`src/rtl/mux_arb_pkg.sv`:
```
// Shared defaults and types for the mux read-port arbiter.
package mux_arb_pkg;

    localparam int NREQ_DEF   = 4;
    localparam int ADDR_W_DEF = 12;
    localparam int DATA_W_DEF = 4;

    typedef logic [ADDR_W_DEF-1:0]        addr_t;
    typedef logic [$clog2(NREQ_DEF)-1:0]  req_id_t;

endpackage

```
`src/rtl/mux_rd_arbiter_rr_picker.sv`:
```
// Rotating-priority find-first: returns the first set request at or after ptr,
// wrapping modulo NREQ, as an index and as a one-hot vector.
module rr_picker #(
    parameter int NREQ = 4,
    localparam int IDW = $clog2(NREQ)
) (
    input  logic [NREQ-1:0] req,
    input  logic [IDW-1:0]  ptr,
    output logic            found,
    output logic [IDW-1:0]  idx,
    output logic [NREQ-1:0] gnt
);

    logic [IDW-1:0] cand;

    always_comb begin
        // NOTE: every output gets a default before the loop; without it a
        // path that assigns nothing would infer a latch.
        found = 1'b0;
        idx   = '0;
        gnt   = '0;
        cand  = '0;
        for (int i = 0; i < NREQ; i++) begin
            cand = IDW'((int'(ptr) + i) % NREQ);
            if (!found && req[cand]) begin
                found = 1'b1;
                idx   = cand;
            end
        end
        if (found) begin
            gnt[idx] = 1'b1;
        end
    end

endmodule

```
`src/rtl/mux_rd_arbiter.sv`:
```
// Round-robin arbiter sharing one mux read port among NREQ requesters.
// Define MUX_RD_PIPE_EN to register the mux select (read latency 2 instead of 1).
module mux_rd_arbiter
    import mux_arb_pkg::*;
#(
    parameter int NREQ   = NREQ_DEF,
    parameter int ADDR_W = ADDR_W_DEF,
    parameter int DATA_W = DATA_W_DEF,
    localparam int IDW   = $clog2(NREQ)
) (
    input  logic              clk_i,
    input  logic              rst_i,
    input  logic [NREQ-1:0]   req_i,
    input  logic [ADDR_W-1:0] addr_i [0:NREQ-1],
    input  logic              hold_i,
    output logic [NREQ-1:0]   gnt_o,
    output logic [ADDR_W-1:0] mux_sel_o,
    input  logic [DATA_W-1:0] mux_data_i,
    output logic              rvalid_o,
    output logic [IDW-1:0]    rid_o,
    output logic [DATA_W-1:0] rdata_o
);

    logic [IDW-1:0]    rr_ptr;
    logic [IDW-1:0]    win;
    logic              found;
    logic              grant;
    logic [NREQ-1:0]   pick_gnt;
    logic [ADDR_W-1:0] sel_q;

    rr_picker #(.NREQ(NREQ)) u_picker (
        .req   (req_i),
        .ptr   (rr_ptr),
        .found (found),
        .idx   (win),
        .gnt   (pick_gnt)
    );

    // Hold and reset both suppress the grant, so the pointer stays put too.
    assign grant = found & ~hold_i & ~rst_i;
    assign gnt_o = grant ? pick_gnt : '0;

    always_ff @(posedge clk_i or posedge rst_i) begin
        // NOTE: state registers use non-blocking assignments so every flop
        // samples the pre-edge value regardless of statement order.
        if (rst_i) begin
            rr_ptr <= '0;
            sel_q  <= '0;
        end else if (grant) begin
            rr_ptr <= (win == IDW'(NREQ - 1)) ? '0 : win + 1'b1;
            sel_q  <= addr_i[win];
        end
    end

`ifdef MUX_RD_PIPE_EN
    logic           pipe_valid;
    logic [IDW-1:0] pipe_id;

    // The mux sees the registered address one cycle after the grant.
    assign mux_sel_o = sel_q;

    always_ff @(posedge clk_i or posedge rst_i) begin
        if (rst_i) begin
            pipe_valid <= 1'b0;
            pipe_id    <= '0;
            rvalid_o   <= 1'b0;
            rid_o      <= '0;
            rdata_o    <= '0;
        end else begin
            pipe_valid <= grant;
            if (grant) begin
                pipe_id <= win;
            end
            rvalid_o <= pipe_valid;
            if (pipe_valid) begin
                rdata_o <= mux_data_i;
                rid_o   <= pipe_id;
            end
        end
    end
`else
    // Idle cycles replay the last select so the mux input does not toggle.
    assign mux_sel_o = grant ? addr_i[win] : sel_q;

    always_ff @(posedge clk_i or posedge rst_i) begin
        if (rst_i) begin
            rvalid_o <= 1'b0;
            rid_o    <= '0;
            rdata_o  <= '0;
        end else begin
            rvalid_o <= grant;
            if (grant) begin
                rdata_o <= mux_data_i;
                rid_o   <= win;
            end
        end
    end
`endif

endmodule
```
`config.mk`:
```
export PLATFORM = sky130hd
export DESIGN_NAME = mux_rd_arbiter
export DESIGN_NICKNAME = d
export VERILOG_FILES = /design/src/rtl/mux_arb_pkg.sv /design/src/rtl/mux_rd_arbiter_rr_picker.sv /design/src/rtl/mux_rd_arbiter.sv
export SDC_FILE = /design/constraint.sdc
export NUM_CORES = 1
export LEC_CHECK = 0
export CORE_MARGIN = 5
export CORE_UTILIZATION = 30
export CTS_CLUSTER_DIAMETER = 80
export DETAILED_ROUTE_END_ITERATION = 16
export PLACE_DENSITY = 0.78
export SLEW_MARGIN = 10
export SYNTH_ARGS = -nofsm -noshare
export SYNTH_HDL_FRONTEND = slang
export SYNTH_SLANG_ARGS = --single-unit
```
`constraint.sdc`:
```
create_clock -name clk_i -period 4.6 [get_ports clk_i]
set_clock_uncertainty 0.05 [all_clocks]
set_input_delay 0.92 -clock clk_i [delete_from_list [all_inputs] [get_ports clk_i]]
set_output_delay 0.92 -clock clk_i [all_outputs]
set_load 0.01 [all_outputs]
```
==> flow_summary.yaml, run 1 <==
pwr:
  pwr-share-seq_pct: 32.0
  switching_power_w: 0.0002964
  power_frac_comb_pct: 53.7
  sw_frac_of_total_pct: 34.87
  peakVddDrop_mv: 0.1931
  p_leak_nw: 1.019
  pwr-share-clk_pct: 14.3
  power.internal_w: 0.0005535
  power_density_nw_per_um2: 391.3
  power.total_w: 0.0008499
layout:
  final_nets: 276
  final_cell_mix: "81 x clkdlybuf4s50_1, 26 x nor3_1, 25 x mux2i_1"
  area_growth_pct: 63.46
  drive_above_1_share_pct: 3.256
  nFillCells: 401
  multi_input_area_sq_um: 676.9
  num_antenna_cells: 0
  seq_area_sq_um: 525.5
  layout_commonest_cell: "clkdlybuf4s50_1"
clock_tree:
  cts.path.max_buffers: 2
  htree_num_levels: 1
  cts-root-buf: "clkbuf_8"
  clk_pin_slew_ps: 80
  cts_sinks: 21
  postCtsHoldBufs: 0
  cts_buffers: 3
  cts_tree: "built"
  worstSkewPairLatency_ps: 250
floorplan:
  die_w_um: 76.55
  start_util_pct: 30.73
  fp.dieArea_sq_um: 5860
  die_y_um: 76.55
  num_rows: 24
  io_pins: 82
  coreArea_sq_um: 4324
setup_path:
  cp.required_ps: 3630
  cp-start-kind: "primary input"
  r2r_cells: 6
  crit_type: "in -> out"
  critPathMaxFanout: 25
  crit_end: "mux_sel_o[2]"
  r2r_start: "rr_ptr[1]"
  rr_endpoint: "sel_q[4]"
  critical_path.startpoint: "req_i[0]"
  r2r_setup_slack_ps: 2570
  end_kind: "primary output"
  cp.arrival_ps: 3380
placement:
  port_buffers: 81
  place.gp.congestion: 0.7294
  dp_hpwl_um: 2831
drt:
  viasPerCell: 4.757
  vias: 1270
  routedWlPerCell_um: 14.32
  detail-route-antenna-nets: 0
  drc: 0
  wl_um: 3823
  drt_iter0_markers: 38
  drt_pass1_iterations: 4
yosys:
  synth_top_family_by_area: "multiplexers"
  synth_compound_area_share_pct: 13.18
  syn_nets: 199
  yosysWarnings: 0
  yosys.area_share.simple_pct: 17.98
  synth.distinct_cells: 26
  synth_xor_area_share_pct: 0
  syn-cell-area_sq_um: 1329
  synth.avg_cell_area_sq_um: 9.560
  synthMuxAreaShare_pct: 18.83
  synth_fa_ha_area_share_pct: 0.9416
  synth_cells: 139
  seq_area_frac_synth_pct: 39.55
  synth_seq_cells: 21
hold_path:
  hp-class: "reg -> reg"
timing:
  fmax_mhz: 230.1
  finalSetupTns_ps: 0
  rsz0062_at_grt: "no"
  maxSlewViolCount: 0
  period_needed_ps: 4346
  min_period_over_period_pct: 94.47
  hold_violations: 0
  relSlewSlack_pct: 43.70
  tightestPinTransition_ps: 843.6
  timing.final.setup_violations: 0
outcome:
  status: "finished clean"
global_routing:
  grt_pass1_vias: 1244
  grtUsageTotal_pct: 12.68
  grt_overflow: 0
  grt_max_degree: 50
  grt_pass1_wl_um: 6299
  antenna_found_initial: 0
job:
  drv_cap: 0
metal layers:
metal,up-vias,wire (um),track usage [%]
li1,649,-,-
met1,574,1703,16.87
met2,45,1880,21.06
met3,2,211,2.009
met4,0,27,3.671
met5,-,0,0
metrics by stage:
step	setup WS [ps]	std cells	hold slack, ps	utilization (%)	instance area (sq um)
global route	57.86	267	460.1	50.23	2172
CTS	160.7	267	436.7	50.14	2168
floorplan	1447	139	443.2	-	1329
finish	254.2	267	430.2	50.23	2172
detailed placement	179.3	263	419.3	49.10	2123
global placement	240.6	263	408.4	49.10	2123
critical path: stages:
cell and delay, ps:
clkdlybuf4s50_1 560, nor3b_1 310, a221o_1 180, buf_6 280
mux2i_1 250, nor3_1 70, a211o_1 300, clkdlybuf4s50_1 500
cell usage after synthesis:
cell       n  area share (%)
o22ai_1    1            0.47
clkinv_1   1            0.28
buf_4      1            0.57
clkbuf_1   4             1.1
dfrtp_1   21              40
inv_1      5             1.4
nand2_1   21             5.9
nor4_1     1            0.47
a221o_1    1            0.75
a221oi_1   1            0.66
ha_1       1            0.94
buf_2      1            0.38
o21a_1     1            0.57
buf_12     1             1.5
a211o_1   12             7.9
o31ai_1    1            0.57
a21oi_1    2            0.75
nor3b_1    1            0.57
nor3_1    26             9.8
o21ai_0    2            0.75
and2_1     1            0.47
or3_1      1            0.47
buf_6      5             4.2
a21bo_2    1            0.75
mux2i_1   25              19
nor2_1     1            0.28
final cells by class:
class	instances	area share [%]
sequential	21	24.19
multi-input combinational	100	31.16
tap	52	2.995
inverter	6	1.037
clock buffer	4	2.074
timing repair buffer	84	38.54
power groups by stage:
stage,registers [W],logic (W),clock network [W]
after floorplan,0.000270,0.000287,0
after global placement,0.000273,0.000455,0
after detailed placement,0.000276,0.000459,0
after CTS,0.000272,0.000463,0.000127
after global routing,0.000280,0.000499,0.000133
final,0.000272,0.000456,0.000122
sequential cells by signal, indices dropped and copies added, names as in the netlist:
signal,count
sel_q,12
rdata_o,4
rid_o,2
rr_ptr,2
rvalid_o,1
repair_timing:
action                                  4_1_cts  5_1_grt
gates resized for setup                       0        1
endpoints found under the setup margin        0        3
setup buffers                                 0        0
hold endpoints to repair                      0        0
worst min path at each step:
stage / start / endpoint / slack [ps] / depth (start not counted)
finish: rdata_o[0] / rdata_o[0] / 430 / 2
global route: sel_q[9] / sel_q[9] / 460 / 1
CTS: rid_o[0] / rid_o[0] / 440 / 2
detailed placement: rdata_o[3] / rdata_o[3] / 420 / 2
global placement: rdata_o[3] / rdata_o[3] / 410 / 2
floorplan: rr_ptr[0] / rr_ptr[0] / 440 / 2
kinds of logic after synthesis:
| group | Yosys count |
|---|---|
| AND/OR/NAND/NOR | 52 |
| multiplexers | 25 |
| AO/OA/AOI/OAI | 22 |
| flip-flops | 21 |
| buffers and inverters | 18 |
| adder cells (fa/ha/maj) | 1 |
(Power assumes the default switching activity.)
==> inputs of run 2 (changes only) <==
- ABC_AREA: unset -> 0
- HOLD_SLACK_MARGIN: unset -> 0.15
- clock period: 4.6 -> 4.1 ns (I/O delays scaled with it)
==> run 2 against run 1 <==
  * Via count is 4.3% higher
  * Total power rose by 16%
  * Critical path type unchanged
  * Non-clock buffer count increased by 3
  * Register-to-register slack lost 470 ps
  * Largest power group unchanged
  * Largest cell class unchanged
==> flow_summary.yaml, run 2 (synthesized netlist as in run 1, its figures left out) <==
outcome:
  status: "finished clean"
setup_path:
  r2r_start: "rr_ptr[1]"
  cp.required_ps: 3230
  rr_endpoint: "sel_q[2]"
  end_kind: "primary output"
  cp.arrival_ps: 3140
  crit_type: "in -> out"
  r2r_setup_slack_ps: 2100
  cp_slowest_cell: "clkdlybuf4s50_1"
  cpPeakStageDelay_ps: 500
  r2r_cells: 6
  cp-start-kind: "primary input"
  crit_chain: "clkdlybuf4s50_1 -> a21bo_2 -> a221o_1 -> buf_12 -> mux2i_1 -> nor3_1 -> a211o_1 -> clkdlybuf4s50_1"
  cpMostUsedCell: "clkdlybuf4s50_1"
  critPathMaxFanout: 17
layout:
  final_cells: 270
  area_growth_pct: 68.55
  final_cell_mix: "80 x clkdlybuf4s50_1, 25 x nor3_1, 24 x mux2i_1"
  layout_commonest_cell: "clkdlybuf4s50_1"
  largestRegisters: "sel_q (12), rdata_o (4)"
  drive_above_1_share_pct: 6.881
  num_antenna_cells: 0
  final_nets: 279
  top_register: "sel_q"
  largest_reg_flops: 12
clock_tree:
  worstSkewPairLatency_ps: 260
  clk_pin_slew_ps: 80
  cts_tree: "built"
  cts-root-buf: "clkbuf_8"
  cts_sinks: 21
  cts.path.max_buffers: 2
  htree_num_levels: 1
  post-cts-setup-buffer-count: 0
  cts_buffers: 3
timing:
  maxSlewViolCount: 0
  fmax_mhz: 249.3
  period_needed_ps: 4012
  hold_violations: 0
  min_period_over_period_pct: 97.85
  timing.final.setup_violations: 0
  finalSetupTns_ps: 0
  tightestPinTransition_ps: 842.7
  rsz0062_at_grt: "no"
  relSlewSlack_pct: 43.76
drt:
  detail-route-antenna-nets: 0
  drt_pass1_iterations: 4
  viasPerCell: 4.904
  drc: 0
  drt_iter0_markers: 43
  routedWlPerCell_um: 14.79
  vias: 1324
  wl_um: 3993
pwr:
  power_density_nw_per_um2: 439.8
  p_leak_nw: 1.055
  peakVddDrop_mv: 0.1987
floorplan:
  num_rows: 24
  start_util_pct: 30.73
  coreArea_sq_um: 4324
  io_pins: 82
  die_w_um: 76.55
  die_y_um: 76.55
  fp.dieArea_sq_um: 5860
hold_path:
  whs_path_depth: 2
  hp-class: "reg -> reg"
  hold_path_end: "rdata_o[2]"
  worstHoldStart: "rdata_o[2]"
global_routing:
  grt_overflow: 0
  grt_pass1_wl_um: 6665
  grt_pass1_vias: 1303
  antenna_found_initial: 0
  grt_max_degree: 50
  grtUsageTotal_pct: 13.64
placement:
  dp_cells: 266
  dp_hpwl_um: 3031
  port_buffers: 81
  place.gp.congestion: 0.7000
job:
  drv_cap: 0
==> run 2: changes by cell type in the layout (fill, tap and decap cells not counted), sizes merged <==
cell	delta
buf	+3
clkbuf	-1
clkdlybuf4s50	-1
clkinv	+1
dlymetal6s2s	+1
==> run 2: report_power, final <==
part	switching, W	total [W]	leakage (nW)	internal [W]
clock	0.0000673	0.000135	0.0255	0.0000676
combinational	0.000238	0.000540	0.768	0.000302
sequential	0.0000374	0.000310	0.261	0.000273
==> run 2: routing by layer <==
metal	vias to the layer above	part of all wire [%]	global-route usage (%)
li1	658	-	-
met5	-	0	0
met1	614	42	17.81
met4	0	0.88	4.196
met3	2	6.9	3.310
met2	50	50	22.09
==> run 2: cell type report <==
| cell class | instances | area (sq um) |
|---|---|---|
| Clock inverter | 1 | 5.005 |
| Tap cell | 52 | 65.06 |
| Inverter | 6 | 22.52 |
| Fill cell | 413 | 2085 |
| Clock buffer | 3 | 41.29 |
| Timing Repair Buffer | 87 | 883.3 |
| Multi-Input combinational cell | 100 | 696.9 |
| Sequential cell | 21 | 525.5 |
==> run 2: worst max-delay path by stage <==
stage,start,end,slack [ps],cells past startpoint
final,req_i[1],mux_sel_o[2],90,8
after global routing,req_i[1],mux_sel_o[2],7,8
after CTS,req_i[0],mux_sel_o[2],20,8
after detailed placement,req_i[0],mux_sel_o[2],50,8
after global placement,req_i[0],mux_sel_o[7],110,8
after floorplan,req_i[1],mux_sel_o[10],1150,7
==> run 2: through the flow <==
stage / setup WS, ps / cell area, sq um / total power (W) / utilization (%) / hold WS (ps)
floorplan: 1147 / 1329 / 0.0006240 / - / 443.2
global placement: 106.7 / 2171 / 0.0008388 / 50.20 / 409.8
detailed placement: 51.66 / 2171 / 0.0008500 / 50.20 / 411.6
CTS: 15.47 / 2217 / 0.0009904 / 51.27 / 432.7
global route: 7.044 / 2240 / 0.001059 / 51.79 / 462.5
finish: 88.34 / 2240 / 0.0009850 / 51.79 / 431.4
==> run 2: repair_timing <==
item | 4_1_cts | 5_1_grt
resized for setup | 0 | 6
hold buffers | 0 | 0
endpoints found under the setup margin | 0 | 13
==> run 2: critical path, delay by kind of cell <==
kind	cells	cell delay, ps
mux	1	190
buf+inv	3	1180
compound gates	3	880
simple gates	1	60
